--- src/rtl/mem_2r1w_req_sched.sv ---
// Request scheduler for a 2-read/1-write bit-masked memory: core owns port A (read/write),
// snoop owns read-only port B, with a fair priority bit and a per-client response buffer.

module mem_2r1w_req_sched_resp #(
    parameter int width_p = 32
) (
    input  logic               clk,
    input  logic               rst,
    input  logic               read_grant,
    input  logic               yumi,
    input  logic [width_p-1:0] mem_data,
    output logic               valid,
    output logic [width_p-1:0] data,
    output logic               free
);

    typedef enum logic [1:0] {EMPTY, FRESH, HELD} resp_state_e;

    resp_state_e        state, state_n;
    logic [width_p-1:0] hold;

    // The memory only presents read data for one cycle, so an unconsumed FRESH response is parked in hold
    always_ff @(posedge clk or posedge rst) begin
        if (rst) begin
            state <= EMPTY;
            hold  <= '0;
        end else begin
            state <= state_n;
            if (state == FRESH && !yumi) hold <= mem_data;
        end
    end

    // Kept apart from the next-state logic: the grant that feeds state_n itself depends on free
    assign free = (state == EMPTY) | yumi;

    always_comb begin
        valid = 1'b0;
        data  = '0;
        case (state)
            FRESH: begin
                valid = 1'b1;
                data  = mem_data;
            end
            HELD: begin
                valid = 1'b1;
                data  = hold;
            end
            default: ;
        endcase
    end

    always_comb begin
        state_n = state;
        case (state)
            EMPTY: if (read_grant) state_n = FRESH;
            FRESH: state_n = yumi ? (read_grant ? FRESH : EMPTY) : HELD;
            HELD:  if (yumi) state_n = read_grant ? FRESH : EMPTY;
            default: state_n = EMPTY;
        endcase
    end

endmodule

module mem_2r1w_req_sched #(
    parameter  int width_p       = 32,
    parameter  int els_p         = 64,
    localparam int addr_width_lp = $clog2(els_p)
) (
    input  logic                     clk_i,
    input  logic                     reset_i,
    input  logic                     core_v_i,
    input  logic                     core_w_i,
    input  logic [addr_width_lp-1:0] core_addr_i,
    input  logic [width_p-1:0]       core_w_mask_i,
    input  logic [width_p-1:0]       core_data_i,
    output logic                     core_ready_o,
    output logic                     core_v_o,
    output logic [width_p-1:0]       core_data_o,
    input  logic                     core_yumi_i,
    input  logic                     snp_v_i,
    input  logic [addr_width_lp-1:0] snp_addr_i,
    output logic                     snp_ready_o,
    output logic                     snp_v_o,
    output logic [width_p-1:0]       snp_data_o,
    input  logic                     snp_yumi_i,
    output logic                     mem_a_v_o,
    output logic                     mem_a_w_o,
    output logic [addr_width_lp-1:0] mem_a_addr_o,
    output logic [width_p-1:0]       mem_a_w_mask_o,
    output logic [width_p-1:0]       mem_a_data_o,
    input  logic [width_p-1:0]       mem_a_data_i,
    output logic                     mem_b_v_o,
    output logic [addr_width_lp-1:0] mem_b_addr_o,
    input  logic [width_p-1:0]       mem_b_data_i
);

    logic core_free, snp_free;
    logic conflict, prio_snp;
    logic core_grant, snp_grant;

    assign conflict = core_v_i & core_w_i & snp_v_i & snp_free;

    // A core write and a snoop read may never share a cycle; the priority holder wins and the bit passes to the loser
    always_comb begin
        core_grant = 1'b0;
        snp_grant  = 1'b0;
        if (!reset_i) begin
            if (conflict) begin
                core_grant = ~prio_snp;
                snp_grant  = prio_snp;
            end else begin
                core_grant = core_v_i & (core_w_i | core_free);
                snp_grant  = snp_v_i & snp_free;
            end
        end
    end

    always_ff @(posedge clk_i or posedge reset_i) begin
        if (reset_i) prio_snp <= 1'b0;
        else if (conflict) prio_snp <= ~prio_snp;
    end

    assign core_ready_o   = core_grant;
    assign snp_ready_o    = snp_grant;
    assign mem_a_v_o      = core_grant;
    assign mem_a_w_o      = core_grant & core_w_i;
    assign mem_a_addr_o   = core_grant ? core_addr_i : '0;
    assign mem_a_w_mask_o = mem_a_w_o ? core_w_mask_i : '0;
    assign mem_a_data_o   = mem_a_w_o ? core_data_i : '0;
    assign mem_b_v_o      = snp_grant;
    assign mem_b_addr_o   = snp_grant ? snp_addr_i : '0;

    mem_2r1w_req_sched_resp #(.width_p(width_p)) core_resp (
        .clk        (clk_i),
        .rst        (reset_i),
        .read_grant (core_grant & ~core_w_i),
        .yumi       (core_yumi_i),
        .mem_data   (mem_a_data_i),
        .valid      (core_v_o),
        .data       (core_data_o),
        .free       (core_free)
    );

    mem_2r1w_req_sched_resp #(.width_p(width_p)) snp_resp (
        .clk        (clk_i),
        .rst        (reset_i),
        .read_grant (snp_grant),
        .yumi       (snp_yumi_i),
        .mem_data   (mem_b_data_i),
        .valid      (snp_v_o),
        .data       (snp_data_o),
        .free       (snp_free)
    );

    always @(posedge clk_i) begin
        if (!reset_i) begin
            assert (!(core_yumi_i && !core_v_o));
            assert (!(snp_yumi_i && !snp_v_o));
            assert (!(mem_b_v_o && mem_a_v_o && mem_a_w_o));
        end
    end

endmodule

--- config.mk ---
export PLATFORM = sky130hd
export DESIGN_NAME = mem_2r1w_req_sched
export DESIGN_NICKNAME = d
export VERILOG_FILES = /design/src/rtl/mem_2r1w_req_sched.sv
export SDC_FILE = /design/constraint.sdc
export NUM_CORES = 1
export LEC_CHECK = 0
export ABC_CLOCK_PERIOD_IN_PS = 2400
export CAP_MARGIN = 0
export CORE_UTILIZATION = 39
export DETAILED_ROUTE_END_ITERATION = 8
export PLACE_DENSITY = 0.82
export SYNTH_ARGS = -nofsm -noshare
export SYNTH_HDL_FRONTEND = slang
export SYNTH_HIERARCHICAL = 1
export SYNTH_SLANG_ARGS = --single-unit
--- constraint.sdc ---
create_clock -name clk_i -period 2.4 [get_ports clk_i]
set_clock_uncertainty 0.2 [all_clocks]
set_input_delay 0.48 -clock clk_i [delete_from_list [all_inputs] [get_ports clk_i]]
set_output_delay 0.48 -clock clk_i [all_outputs]
set_load 0.02 [all_outputs]
==> results of run 1 <==
-- how the worst min path moves through the flow --
stage | from | endpoint | slack, ns
2_1_floorplan | reset_i | prio_snp | 0.009
3_3_place_gp | core_resp/hold[31] | core_resp/hold[31] | 0.29
3_5_place_dp | snp_resp/hold[26] | snp_resp/hold[26] | 0.29
4_1_cts | reset_i | prio_snp | 0.21
5_1_grt | reset_i | prio_snp | 0.23
6_report | reset_i | prio_snp | 0.22
-- worst max-delay path: cells and delay by family (launching register included) --
kind	cells	cell delay (ns)
and+or+nand+nor	3	0.68
adders and majority gates	1	0.15
DFF	1	0.38
buffers and inverters	4	0.52
-- per-layer routing --
metal	wire [um]	GRT usage (%)
met1	7760	31.1
met2	11000	51.3
met5	0	0
met4	1020	13.8
met3	1440	7.16
-- final cells by class --
type | instances | area [um2]
multi-input combinational | 305 | 3880
clock buffer | 9 | 225
fill | 733 | 2440
sequential | 69 | 1730
tap | 172 | 215
clock inverter | 6 | 87.6
inverter | 19 | 71.3
timing repair buffer | 389 | 4020
-- placed cells by master, fill, tap and decap left out, types with 2 or more instances in the layout --
cell               n
nor3b_2           15
buf_2             10
buf_4            127
clkdlybuf4s50_1  142
ha_4               5
nor2b_2            2
buf_6             74
o21ai_0            4
o22ai_1            2
mux2_4            58
nor2_4             3
a22oi_1            5
nand2_1            2
a32o_1             2
nand3b_1           2
mux2_2             6
inv_1             16
nor4_4             6
clkbuf_16         15
nor3b_4           55
a22oi_2           59
dlygate4sd2_1      6
clkinv_2           2
bufinv_16          2
nor2b_1           62
mux2i_1            2
ha_1               3
inv_2              3
buf_12            12
dfrtp_1           69
nor2b_4            2
buf_16            10
-- power groups by stage --
stage / Sequential (W) / Clock, W / Combinational, W
after floorplan: 0.00201 / 0 / 0.00320
after global placement: 0.00207 / 0 / 0.00454
after detailed placement: 0.00211 / 0 / 0.00466
after CTS: 0.00215 / 0.00143 / 0.00527
after global routing: 0.00229 / 0.00149 / 0.00632
final: 0.00224 / 0.00141 / 0.00602
-- flip-flops by register name, indices dropped and copies added (netlist names) --
register / flops
core_resp/hold: 32
snp_resp/hold: 32
core_resp/state: 2
snp_resp/state: 2
prio_snp: 1
-- what timing repair did --
action / CTS / global route
gates resized for setup: 806 / 134
cloned: 12 / 7
endpoints found under the setup margin: 147 / 140
buffers inserted: 15 / 15
endpoints found under the hold margin: 0 / 0
pin swaps: 41 / 47
-- through the flow --
stage | hold WS (ns) | utilization [%] | setup slack (ns) | std cells
6_report | 0.222 | 80.7 | -0.348 | 969
5_1_grt | 0.227 | 80.7 | -0.414 | 969
4_1_cts | 0.213 | 74.7 | -0.344 | 950
3_5_place_dp | 0.293 | 69.2 | -0.837 | 909
3_3_place_gp | 0.290 | 69.2 | -0.812 | 909
2_1_floorplan | 0.00871 | - | -0.206 | 442
-- logic make-up (layout without fill, tap and decap cells) --
logic type                 Yosys count  after routing  synth area share (%)
and+or+nand+nor                    158            158                  26.2
AOI/OAI and AO/OA                   72             72                  10.5
DFF                                 69             69                  33.9
buffers and inverters               68            423                  8.52
muxes                               66             66                  18.8
adders and majority gates            8              8                  1.96
xor gates and xnor gates             1              1                 0.172
==> impl_metrics.json, run 1 <==
{
  "total_power_w": 0.00967,
  "r2r_start": "snp_resp/state[0]",
  "critPathRequiredTime_ns": 1.72,
  "critPathKind": "reg -> out",
  "pwr-share-seq_pct": 23.2,
  "ys_warn_count": 6,
  "synth.most_common_cell": "dfrtp_1",
  "grt_max_degree": 35,
  "p_leak_nw": 4.21,
  "track_usage_pct": 28.5,
  "io_pins": 294,
  "die_h_um": 116,
  "core-area_um2": 12700,
  "rows": 41,
  "tns_ns": -25.01,
  "p_per_area_nw_per_um2": 945,
  "power.share.switching_pct": 37.3,
  "slew-limit-headroom_pct": 47.6,
  "reg2reg_depth": 10,
  "yosys.area.top_type": "dfrtp_1",
  "grt_first_pass_wirelength_um": 29000,
  "start_util_pct": 40.2,
  "insertion_delay_ns": 0.33,
  "viasPerCell": 5.26,
  "fin_ws_ns": -0.348,
  "cap_violations": 0,
  "cp-startpoint": "snp_resp/state[0]",
  "ys_ff_latch": 69,
  "syn_area_per_cell_um2": 11.5,
  "pwr-share-clk_pct": 14.6,
  "critPathCaptureType": "output port",
  "cp.arrival_ns": 2.07,
  "numCtsBuffers": 9,
  "routedWlPerCell_um": 21.9,
  "port_buffers": 293,
  "path_cells": "inv_2 -> ha_4 -> or2_4 -> and3_4 -> buf_12 -> buf_16 -> nor3b_4 -> buf_6",
  "rsz0062_at_grt": "true",
  "cts.hold.buffers_added": 0,
  "slew_viol_final": 0,
  "synth.cell_area_um2": 5100,
  "path_clk_slew_ns": 0.05,
  "grt_pass1_vias": 5249,
  "yosysSeqAreaShare_pct": 33.9,
  "cts_max_level": 3,
  "ys.flop_type": "dfrtp_1",
  "clock_path_buffers": 2,
  "cts_sinks": 69,
  "drt-initial-drc-count": 254,
  "crit_end": "mem_a_w_mask_o[20]",
  "die_w_um": 116,
  "fmax_mhz": 364,
  "power.switching_w": 0.00361,
  "setup_viol": 106,
  "timing.final.crit_share_pct": 114,
  "violations": "negative setup slack",
  "synth_cell_types": 30,
  "synthTopCellsByCount": "69 x dfrtp_1, 64 x a22oi_1, 64 x nor2b_1",
  "antenna_found_initial": 0,
  "min_period_ns": 2.75,
  "hold_path.class": "in -> async",
  "postPlaceCellArea_um2": 8760,
  "max_stage_delay_ns": 0.38,
  "routed_wl_um": 21200,
  "synth_area_leaders": "dfrtp_1 34%, mux2_4 17%, nor3b_2 12%",
  "critPathSlowestCell": "dfrtp_1",
  "vdd_ir_drop_max_v": 0.000609,
  "gr-total-overflow": 0,
  "vias": 5094,
  "drive_gt1_share_pct": 59.6,
  "layout.nets": 948,
  "first_pass_iters": 4,
  "hold_violations": 0,
  "finish.instance_area_um2": 10200,
  "dieArea_um2": 13500,
  "cp_max_fo": 6,
  "syn_inst": 442,
  "startpoint_type": "register",
  "rrSetupSlack_ns": 0.17,
  "gp_congestion": 0.854,
  "area_growth_pct": 101,
  "n_antenna_cell": 0,
  "synth_top_area_share_pct": 33.9,
  "syn-num-nets": 597,
  "route.detailed.drc": 0,
  "synth_edf_count": 0,
  "worst_pin_slew_ns": 0.786,
  "cts_root_buffer": "clkbuf_16",
  "power_frac_comb_pct": 62.3,
  "power.internal_w": 0.00606,
  "async_reset_ff_share_pct": 100,
  "outcome": "finished with violations",
  "ant_nets": 0,
  "cts_tree": "done",
  "dp_hpwl_um": 13100,
  "r2r_end": "snp_resp/state[1]"
}
(Power assumes the default switching activity.)
==> inputs of run 2 (changes only) <==
--- a/config.mk
+++ b/config.mk
@@ -5,7 +5,6 @@
 export SDC_FILE = /design/constraint.sdc
 export NUM_CORES = 1
 export LEC_CHECK = 0
-export ABC_CLOCK_PERIOD_IN_PS = 2400
 export CAP_MARGIN = 0
 export CORE_UTILIZATION = 39
 export DETAILED_ROUTE_END_ITERATION = 8
==> results of run 2 <==
No change in the layout: final DEF, timing and power equal those of run 1.
==> inputs of run 3 (changes only) <==
--- a/config.mk
+++ b/config.mk
@@ -6,10 +6,11 @@
 export NUM_CORES = 1
 export LEC_CHECK = 0
 export CAP_MARGIN = 0
-export CORE_UTILIZATION = 39
+export CORE_AREA = 2 2 114 116
 export DETAILED_ROUTE_END_ITERATION = 8
-export PLACE_DENSITY = 0.82
+export DIE_AREA = 0 0 116 118
+export PLACE_DENSITY = 0.8
+export SETUP_SLACK_MARGIN = 0.4
 export SYNTH_ARGS = -nofsm -noshare
 export SYNTH_HDL_FRONTEND = slang
-export SYNTH_HIERARCHICAL = 1
 export SYNTH_SLANG_ARGS = --single-unit
==> run 3 against run 2 <==
  * The run still ends with negative setup slack left
  * Final area rose by 4.7%
  * Combinational power up 18%
  * Clock power about the same
  * Flip-flop and latch count unchanged
  * Power rose by 11%
  * First-iteration DRC count decreased by 4.3%
  * Register-to-register slack got worse by 0.13 ns
  * Setup slack better by 0.090 ns
  * Clock-buffer cell count rose by 1
  * Critical path type unchanged
  * Worst hold slack gained 0.019 ns
==> impl_metrics.json, run 3 <==
{
  "slew_viol_final": 0,
  "dieArea_um2": 13700,
  "crit_buf_inv": 5,
  "critPathSlowestCell": "dfrtp_1",
  "routed_wl_um": 22300,
  "outcome": "finished with violations",
  "min_period_ns": 2.66,
  "power.switching_w": 0.00383,
  "postPlaceCellArea_um2": 8220,
  "cap_violations": 0,
  "numCtsBuffers": 9,
  "reg_top3": "core_resp.hold x32, snp_resp.hold x32",
  "power_frac_comb_pct": 65.8,
  "cts_sinks": 69,
  "pwr-share-seq_pct": 20.9,
  "cts_tree": "done",
  "final_common_cell": "buf_6",
  "port_buffers": 293,
  "setup_viol": 145,
  "cpMostUsedCell": "buf_6",
  "cp_max_fo": 8,
  "cts_root_buffer": "clkbuf_16",
  "clock_path_buffers": 2,
  "n_fill_cell": 561,
  "track_usage_pct": 27.0,
  "total_power_w": 0.0108,
  "area_growth_pct": 144,
  "rsz0062_at_grt": "true",
  "violations": "negative setup slack",
  "cts_max_level": 3,
  "critPathRequiredTime_ns": 1.72,
  "startpoint_type": "register",
  "p_leak_nw": 4.50,
  "vias": 5107,
  "finish.instance_area_um2": 10700,
  "first_pass_iters": 4,
  "cpLargestDelayFamily": "buffers and inverters",
  "grt_first_pass_wirelength_um": 28800,
  "power.internal_w": 0.00693,
  "synth.cell_area_um2": 4380,
  "syn_inst": 421,
  "cts.hold.buffers_added": 0,
  "cp.arrival_ns": 1.98,
  "async_reset_ff_share_pct": 100,
  "antenna_found_initial": 1,
  "vdd_ir_drop_max_v": 0.000858,
  "multi_input_comb_area_um2": 3550,
  "synth.most_common_cell": "and2_1",
  "hold_violations": 0,
  "route.detailed.drc": 0,
  "fmax_mhz": 376,
  "synth_edf_count": 0,
  "start_util_pct": 35.3,
  "max_stage_delay_ns": 0.36,
  "r2r_start": "core_resp.state[1]",
  "grt_max_degree": 64,
  "synth_cell_types": 32,
  "drt-initial-drc-count": 243,
  "yosys.area.top_type": "dfrtp_1",
  "pwr-share-clk_pct": 13.3,
  "routedWlPerCell_um": 22.8,
  "critPathKind": "reg -> out",
  "dp_hpwl_um": 11200,
  "slew-limit-headroom_pct": 69.2,
  "final_util_pct": 86.3,
  "hold_path.class": "in -> async",
  "fin_ws_ns": -0.258,
  "synthTopCellsByCount": "76 x and2_1, 69 x dfrtp_1, 65 x nor2b_1",
  "power.share.switching_pct": 35.6,
  "synth_top_area_share_pct": 39.4,
  "cp-startpoint": "snp_resp.state[0]",
  "drive_gt1_share_pct": 70.7,
  "io_pins": 294,
  "insertion_delay_ns": 0.33,
  "gp_congestion": 0.779,
  "syn_area_per_cell_um2": 10.4,
  "path_clk_slew_ns": 0.06,
  "ys.flop_type": "dfrtp_1",
  "die_h_um": 118,
  "ant_nets": 0,
  "core-area_um2": 12400,
  "critPathCaptureType": "output port",
  "ys_warn_count": 0,
  "mostFrequentLayoutCells": "177 x buf_6, 141 x clkdlybuf4s50_1, 76 x and2_4",
  "finalNonFillerCells": 982,
  "dp_cells": 883,
  "gr-total-overflow": 0,
  "timing.final.crit_share_pct": 111,
  "grt_pass1_vias": 5206,
  "worst_pin_slew_ns": 0.459,
  "layout.nets": 959,
  "tns_ns": -24.21,
  "ys_ff_latch": 69,
  "syn-num-nets": 576,
  "die_w_um": 116,
  "yosysSeqAreaShare_pct": 39.4,
  "path_cells": "inv_2 -> ha_4 -> o211a_4 -> nor3_4 -> buf_6 -> buf_12 -> clkbuf_16 -> and2_4 -> buf_6",
  "seq_area_um2": 1730,
  "rows": 41,
  "p_per_area_nw_per_um2": 1010,
  "viasPerCell": 5.20,
  "synth_area_leaders": "dfrtp_1 39%, mux2_2 13%, a22oi_1 11%"
}
## run 3: worst paths after layout
path / endpoint / slack (ns) / cells after the start
hold / removal: core_resp.hold[27] / 0.24 / 3
setup / recovery: mem_a_data_o[22] / -0.26 / 9
max in group asynchronous: snp_resp.hold[2] / 1.18 / 4
setup reg to reg: core_resp.hold[24] / 0.04 / 11
min in group clk_i: snp_resp.hold[9] / 0.32 / 1
hold reg to reg: snp_resp.hold[9] / 0.32 / 1
## run 3: cell type report
| class | count | area share [%] |
|---|---|---|
| Timing Repair Buffer | 411 | 45.5 |
| Multi-Input combinational cell | 306 | 33.1 |
| Sequential cell | 69 | 16.1 |
| Clock buffer | 10 | 2.14 |
| Tap cell | 172 | 2.01 |
| Clock inverter | 6 | 0.818 |
| Inverter | 7 | 0.280 |
| Antenna cell | 1 | 0.0234 |
## run 3: kinds of logic (layout without fill, tap and decap cells)
family | Yosys count | count (layout) | share of synthesized area [%]
buffers and inverters | 46 | 434 | 5.14
XOR/XNOR | 1 | 1 | 0.200
other | 0 | 1 | 0
AND/OR/NAND/NOR | 157 | 157 | 22.7
AO/OA/AOI/OAI | 75 | 75 | 13.6
flip-flops | 69 | 69 | 39.4
multiplexers | 65 | 65 | 16.7
adder cells (fa/ha/maj) | 8 | 8 | 2.28
## run 3: per-layer routing
metal	vias up	GRT usage, %	part of all wire [%]
li1	2243	-	-
met1	2579	32.2	38
met2	238	47.4	53
met3	47	7.72	7.1
met4	0	6.85	2.5
met5	-	0	0
## run 3: worst min-delay path, stage by stage
cell and delay [ns]:
dlygate4sd2_1 0.30, buf_4 0.19, clkinvlp_4 0.16
## run 3: repair_timing
action,4_1_cts,5_1_grt
setup buffers,32,25
endpoints found under the setup margin,213,215
pin swaps,46,70
gates resized for setup,982,109
gates cloned,17,8
## run 3: per-stage QoR
step	hold WS, ns	setup slack [ns]
floorplan	0.259	-0.0155
global placement	0.267	-0.799
detailed placement	0.275	-0.817
CTS	0.229	-0.303
global route	0.247	-0.331
finish	0.241	-0.258
## run 3: power by group through the flow
| stage | Clock (W) | Combinational [W] | Sequential (W) |
|---|---|---|---|
| 2_1_floorplan | 0 | 0.00286 | 0.00199 |
| 3_3_place_gp | 0 | 0.00429 | 0.00202 |
| 3_5_place_dp | 0 | 0.00439 | 0.00207 |
| 4_1_cts | 0.00145 | 0.00604 | 0.00215 |
| 5_1_grt | 0.00149 | 0.00736 | 0.00230 |
| 6_report | 0.00143 | 0.00708 | 0.00225 |
